--- src/rtl/req_gnt_if.sv ---
// Request/grant bundle for the 3-channel arbiter. The master side drives
// requests; the slave side answers with grants and status flags.
interface req_gnt_if;
    logic [2:0] req;
    logic       gnt2_en;
    logic [2:0] gnt;
    logic       busy1;
    logic       slip_err;
    logic       drop_err;

    modport master (
        output req, gnt2_en,
        input  gnt, busy1, slip_err, drop_err
    );

    modport slave (
        input  req, gnt2_en,
        output gnt, busy1, slip_err, drop_err
    );
endinterface

--- src/rtl/req_gnt_arbiter.sv ---
// Grant generator: ch0 registered one-cycle grant, ch1 latency-window grant that
// slips around ch0 collisions, ch2 combinational same-cycle bypass.
module req_gnt_arbiter #(
    parameter int GNT1_LAT = 3,
    parameter int GNT1_MAX = 6
) (
    input  logic       clk,
    input  logic       rst_n,
    req_gnt_if.slave   bus
);

    localparam logic [1:0] ST_IDLE  = 2'd0;
    localparam logic [1:0] ST_WAIT  = 2'd1;
    localparam logic [1:0] ST_GRANT = 2'd2;

    localparam logic [2:0] LAT3 = 3'(GNT1_LAT);
    localparam logic [2:0] MAX3 = 3'(GNT1_MAX);

    logic [1:0] state_q, state_d;
    logic [2:0] cnt_q, cnt_d;
    logic [2:0] slips_q, slips_d;
    logic       gnt0_q, gnt0_d;
    logic       req1_q, req1_d;
    logic       slip_err_q, slip_err_d;
    logic       drop_err_q, drop_err_d;

    logic [2:0] cnt_inc;
    logic [2:0] grant_point;

    assign cnt_inc     = cnt_q + 3'd1;
    assign grant_point = LAT3 + slips_q;

    always_comb begin
        // NOTE: every always_comb output gets a default first so no path leaves it unassigned (no latch).
        state_d    = state_q;
        cnt_d      = cnt_q;
        slips_d    = slips_q;
        gnt0_d     = bus.req[0];
        req1_d     = bus.req[1];
        slip_err_d = slip_err_q;
        drop_err_d = drop_err_q;

        case (state_q)
            ST_IDLE: begin
                if (bus.req[1]) begin
                    state_d = ST_WAIT;
                    cnt_d   = 3'd1;
                    slips_d = 3'd0;
                end
            end

            ST_WAIT: begin
                // Only a fresh rising level is a lost request; a held level is the accepted one.
                if (bus.req[1] && !req1_q) begin
                    drop_err_d = 1'b1;
                end
                if (cnt_inc == grant_point) begin
                    if (grant_point == MAX3) begin
                        state_d = ST_GRANT;
                        if (bus.req[0]) begin
                            slip_err_d = 1'b1;
                        end
                    end else if (bus.req[0]) begin
                        slips_d = slips_q + 3'd1;
                        cnt_d   = cnt_inc;
                    end else begin
                        state_d = ST_GRANT;
                    end
                end else begin
                    cnt_d = cnt_inc;
                end
            end

            ST_GRANT: begin
                if (bus.req[1]) begin
                    state_d = ST_WAIT;
                    cnt_d   = 3'd1;
                    slips_d = 3'd0;
                end else begin
                    state_d = ST_IDLE;
                    cnt_d   = 3'd0;
                    slips_d = 3'd0;
                end
            end

            default: begin
                state_d = ST_IDLE;
                cnt_d   = 3'd0;
                slips_d = 3'd0;
            end
        endcase
    end

    // NOTE: sequential state uses non-blocking assignments so every flop samples pre-edge values.
    always_ff @(posedge clk or negedge rst_n) begin
        if (!rst_n) begin
            state_q    <= ST_IDLE;
            cnt_q      <= 3'd0;
            slips_q    <= 3'd0;
            gnt0_q     <= 1'b0;
            req1_q     <= 1'b0;
            slip_err_q <= 1'b0;
            drop_err_q <= 1'b0;
        end else begin
            state_q    <= state_d;
            cnt_q      <= cnt_d;
            slips_q    <= slips_d;
            gnt0_q     <= gnt0_d;
            req1_q     <= req1_d;
            slip_err_q <= slip_err_d;
            drop_err_q <= drop_err_d;
        end
    end

    // ch2 is gated by rst_n so it cannot grant while the rest of the block is held in reset.
    assign bus.gnt      = {bus.req[2] & bus.gnt2_en & rst_n, state_q == ST_GRANT, gnt0_q};
    assign bus.busy1    = (state_q == ST_WAIT);
    assign bus.slip_err = slip_err_q;
    assign bus.drop_err = drop_err_q;

endmodule

--- src/flat_wrapper.sv ---
// flat-port wrapper written by rule: the top's interface ports become plain ports
module req_gnt_arbiter_flat 
#(
    parameter int GNT1_LAT = 3,
    parameter int GNT1_MAX = 6
)
  (clk, rst_n, bus_req, bus_gnt2_en, bus_gnt, bus_busy1, bus_slip_err, bus_drop_err);
  req_gnt_if bus_i ();
  input  logic clk;
  input  logic rst_n;
  input wire logic [$bits(bus_i.req)-1:0] bus_req;
  input wire logic [$bits(bus_i.gnt2_en)-1:0] bus_gnt2_en;
  output wire logic [$bits(bus_i.gnt)-1:0] bus_gnt;
  output wire logic [$bits(bus_i.busy1)-1:0] bus_busy1;
  output wire logic [$bits(bus_i.slip_err)-1:0] bus_slip_err;
  output wire logic [$bits(bus_i.drop_err)-1:0] bus_drop_err;
  assign bus_i.req = bus_req;
  assign bus_i.gnt2_en = bus_gnt2_en;
  assign bus_gnt = bus_i.gnt;
  assign bus_busy1 = bus_i.busy1;
  assign bus_slip_err = bus_i.slip_err;
  assign bus_drop_err = bus_i.drop_err;
  req_gnt_arbiter #(.GNT1_LAT(GNT1_LAT), .GNT1_MAX(GNT1_MAX)) u_core (.clk(clk), .rst_n(rst_n), .bus(bus_i));
endmodule
--- config.mk ---
export PLATFORM = sky130hd
export DESIGN_NAME = req_gnt_arbiter_flat
export DESIGN_NICKNAME = d
export VERILOG_FILES = /design/src/rtl/req_gnt_if.sv /design/src/rtl/req_gnt_arbiter.sv /design/src/flat_wrapper.sv
export SDC_FILE = /design/constraint.sdc
export NUM_CORES = 1
export LEC_CHECK = 0
export ABC_AREA = 1
export BUFFER_PORTS_ARGS = -buffer_cell sky130_fd_sc_hd__buf_2
export CAP_MARGIN = 20
export CELL_PAD_IN_SITES_DETAIL_PLACEMENT = 0
export CELL_PAD_IN_SITES_GLOBAL_PLACEMENT = 1
export CORE_MARGIN = 2
export CORE_UTILIZATION = 43
export CTS_CLUSTER_SIZE = 12
export DETAILED_ROUTE_END_ITERATION = 10
export PLACE_DENSITY = 0.89
export SKIP_LAST_GASP = 1
export SYNTH_ARGS = -nofsm -noshare
export SYNTH_HDL_FRONTEND = slang
export SYNTH_SLANG_ARGS = --single-unit
--- constraint.sdc ---
create_clock -name clk -period 3.4 [get_ports clk]
set_input_delay 0.68 -clock clk [delete_from_list [all_inputs] [get_ports clk]]
set_output_delay 0.68 -clock clk [all_outputs]
set_load 0.01 [all_outputs]
## Yosys cells after proc, flatten, opt, wreduce, memory -nomap -nowiden

Index checks and enable logic that the tools add are counted.

| operators by class | value |
|---|---|
| eq/ne operators | 11 |
| reduce and logical (&&, ||, !) cells | 8 |
| bitwise logic cells | 2 |
| muxes and demuxes | 17 |
| $add $sub $neg | 3 |

Operators with widths:

| cell | count |
|---|---|
| $mux W3 | 8 |
| $pmux W3 S3 | 1 |
| $mux W2 | 4 |
| $reduce_and A4 Y1 | 2 |
| $add A3 B1 Y3 const B | 2 |
| $ne A2 B2 Y1 const B | 3 |
| $ne A3 B3 Y1 const B | 2 |
| $pmux W2 S3 | 1 |
| $pmux W3 S2 | 1 |
| $reduce_and A3 Y1 | 2 |
| $add A2 B3 Y3 const A | 1 |
| $eq A3 B3 Y1 | 1 |
| $eq A3 B3 Y1 const B | 1 |
| $ne A3 B2 Y1 const B | 1 |
| $and A1 B1 Y1 | 2 |
| $eq A2 B1 Y1 const B | 1 |
| $eq A2 B2 Y1 const B | 1 |
| $logic_not A2 Y1 | 1 |
| $mux W1 | 2 |
| $ne A2 B1 Y1 const B | 1 |
| $reduce_and A2 Y1 | 1 |
| $logic_and A1 B1 Y1 | 1 |
| $logic_not A1 Y1 | 1 |

| storage, ports and cells | value |
|---|---|
| register bits | 12 |
| input bits | 6 |
| output and inout bits | 6 |
| word-level logic and storage cells | 48 |

## Depth between registers and ports, before layout

| logic depth | value |
|---|---|
| depth in word-level cells | 5 |
| gate-level depth with buffers | 11 |
| mapped depth without buffers | 11 |

## Worst setup path before layout

No wires, ideal clock.

| timing path | value |
|---|---|
| path kind | input-to-output |
| start point | in rst_n |
| end point | out bus_gnt[2] |
| stages | 1 |
| data required time | 2.720 ns |
| path buffers | 0 |
| setup slack | 1.850 ns |
| arrival time | 0.870 ns |
| cells stage by stage | and3_1 |

| on the way | value |
|---|---|
| longest elaborated chain between the ends | 1 |

Ends and longest elaborated chain:

| item | RTL line | text |
|---|---|---|
| start, declared | flat_wrapper.sv:10 | `input logic rst_n;` |
| $and A1 B1 Y1 | req_gnt_arbiter.sv:116 | `assign bus.gnt = {bus.req[2] & bus.gnt2_en & rst_n, state_q == ST_GRANT, gnt0_q};` |
| end, declared | flat_wrapper.sv:13 | `output wire logic [$bits(bus_i.gnt)-1:0] bus_gnt;` |

No other way between the ends.

## Final worst setup path

Same ends and word-level chain as after synthesis.

==> summary.md <==
| Metric | Value |
|---|---|
| Layout Nets | `124` |
| DRT Pass-1 Iters | `3` |
| Most frequent cells in the layout | `34 x nand2_1, 12 x inv_1, 12 x dfrtp_1, 11 x buf_2, 7 x nor2_1` |
| Seq/Total Area, Yosys | `37.68%` |
| Synth warnings | `0` |
| Final HPWL DP | `1.231 mm` |
| Cells after synthesis | `100` |
| I/O Pins | `12` |
| Final Hold Viols | `0` |
| Setup CP Type | `input pin to primary output` |
| Reg2Reg Depth | `11` |
| Vias per inst | `4.717` |
| Die area | `2214 µm²` |
| Cell Area, Placed | `875.8 µm²` |
| Sink Count | `12` |
| Mean post-synth cell area | `7.970 µm²` |
| Site Rows | `15` |
| # DRC | `0` |
| Req. time, crit path | `2720 ps` |
| Die Y | `47.05 µm` |
| # hold bufs at CTS | `0` |
| Die W | `47.05 µm` |
| Num CTS Buffers | `3` |
| Worst vdd ir | `481.8 µV` |
| Initial Util | `46.16%` |
| Power, Total | `0.8725 mW` |
| PD cells | `971.2 nW/µm²` |
| Area Growth Syn to Fin | `12.72%` |
| Crit path max fanout | `13` |
| Fillers | `175` |
| Initial drt markers | `8` |
| CP endpoint kind | `primary output` |
| Unrepaired setup endpoints after global routing | `false` |
| First-pass GRT wire length | `2.635 mm` |
| Worst flop-to-flop path startpoint | `u_core.slips_q[0]` |
| R2R Path End | `u_core.slips_q[0]` |
| Tcrit/Tclk final | `56.78%` |
| Fin crit period | `1931 ps` |
| CTS tree | `done` |
| Startpoint Class | `input pin` |
| Pin count of the biggest net entering global routing | `14` |
| Count of unique library cells instantiated by Yosys | `22` |
| Worst Hold Class | `input pin to async pin` |
| Net Count, Synth | `109` |
| Max-capacitance violation count | `0` |
| Vias in the first global route | `623` |
| Leak Pwr | `0.4929 nW` |
| Wirelength per Cell | `10.64 µm` |
| Headroom to the max-slew limit | `80.94%` |
| Post-CTS Setup Inserts | `0` |
| All-Layer GR Usage | `17.21%` |
| Final setup viols | `0` |
| DRT antenna net count | `0` |
| Placed Cells | `135` |
| #FFs+latches synth | `12` |
| Fin cells | `138` |
| Leading area contributor after synthesis | `dfrtp_1` |
| Clock skew | `4.942 ps` |
| Vias | `651` |
| Post_cts resized | `0` |
| Clk slew on worst S/H paths | `70 ps` |
| Top cell type's share of synthesized area | `37.68%` |
| Core area | `1727 µm²` |
| Skew-Pair Late Insertion Delay | `270 ps` |
| Status | `completed` |
| CTS HTree Levels | `1` |
| Worst Path Arrival | `1250 ps` |
| Commonest non-fill, non-tap cell in the layout | `nand2_1` |
| Port Buffer Count | `11` |
| Grt ovf | `0` |
| Final Max Tran Viols | `0` |
| Maximum clock rate | `518.0 MHz` |
| Layout cells sized above 1 | `26.55%` |
| Max Buffers Root-to-Sink | `2` |
| Worst slew pin tran | `285.9 ps` |
| Layout Cell Area excl Fill | `898.4 µm²` |
| ANT cells | `0` |
| Reg2reg setup slack | `1800 ps` |
| CTS root buf | `clkbuf_4` |
| Final setup TNS | `0 ps` |
| WL final | `1.468 mm` |
| GPL Wtd Cong | `0.7625` |
| Synthesized area | `797.0 µm²` |
| Synth top area cells | `dfrtp_1 38%, nand2_1 16%, inv_1 5.7%` |
| Initial antenna violation count | `0` |
## per-layer routing
metal  vias up  track usage, %  routed length [µm]
met5         -               0                   0
met4         0           1.667                   7
li1        344               -                   -
met2         9           30.68                 727
met3         2           6.923                  60
met1       296           20.14                 672
## report_power, final
group / internal (mW) / switching (mW) / leakage (nW) / total, mW
logic: 0.200 / 0.352 / 0.334 / 0.553
registers: 0.189 / 0.0493 / 0.145 / 0.239
clock network: 0.0409 / 0.0403 / 0.0138 / 0.0812
## state kept, by name, indices dropped and copies added, names as in the netlist
register,flops
u_core.bus.drop_err,1
u_core.bus.slip_err,1
u_core.cnt_q,3
u_core.gnt0_q,1
u_core.req1_q,1
u_core.slips_q,3
u_core.state_q,2
## through the flow
step | util [%] | setup slack (ps) | hold slack [ps]
final | 52.03 | 1469 | 284.5
after global routing | 52.03 | 1405 | 282.6
after CTS | 52.03 | 1457 | 285.8
after detailed placement | 50.72 | 1459 | 425.6
after global placement | 50.72 | 1475 | 421.1
after floorplan | - | 1850 | 384.4
## cell type report
class	count	area [µm²]	area share (%)
multi-input cells	71	429.2	47.77
inverters	16	60.06	6.685
flip-flops and latches	12	300.3	33.43
clock buffers	3	22.52	2.507
well taps	25	31.28	3.482
repair buffers	11	55.05	6.128
## logic make-up (layout without fill, tap and decap cells)
kind of cell / after synthesis / count (layout) / synth area share [%]
DFF: 12 / 12 / 37.68
and+or+nand+nor: 61 / 61 / 41.92
AOI/OAI and AO/OA: 6 / 6 / 6.124
xor gates and xnor gates: 1 / 1 / 1.099
adders and majority gates: 3 / 3 / 4.710
buffers and inverters: 17 / 30 / 8.477
## critical path: stages
cell and delay [ps]:
buf_2 260, and3_1 190, buf_2 120
## worst max path at each step
stage / start / to / slack [ps] / cells past startpoint
2_1_floorplan: rst_n / bus_gnt[2] / 1850 / 1
3_3_place_gp: rst_n / bus_gnt[2] / 1480 / 3
3_5_place_dp: rst_n / bus_gnt[2] / 1460 / 3
4_1_cts: rst_n / bus_gnt[2] / 1460 / 3
5_1_grt: rst_n / bus_gnt[2] / 1410 / 3
6_report: rst_n / bus_gnt[2] / 1470 / 3
## cells in the mapped netlist, drive strengths merged
cell type,n
nor2,9
o31ai,1
nand4,4
nand3,7
inv,16
buf,1
xnor2,1
o211ai,1
o21bai,1
and3,1
nand2,40
ha,3
dfrtp,12
o21ai,3
Power figures use the tool's default switching activity.
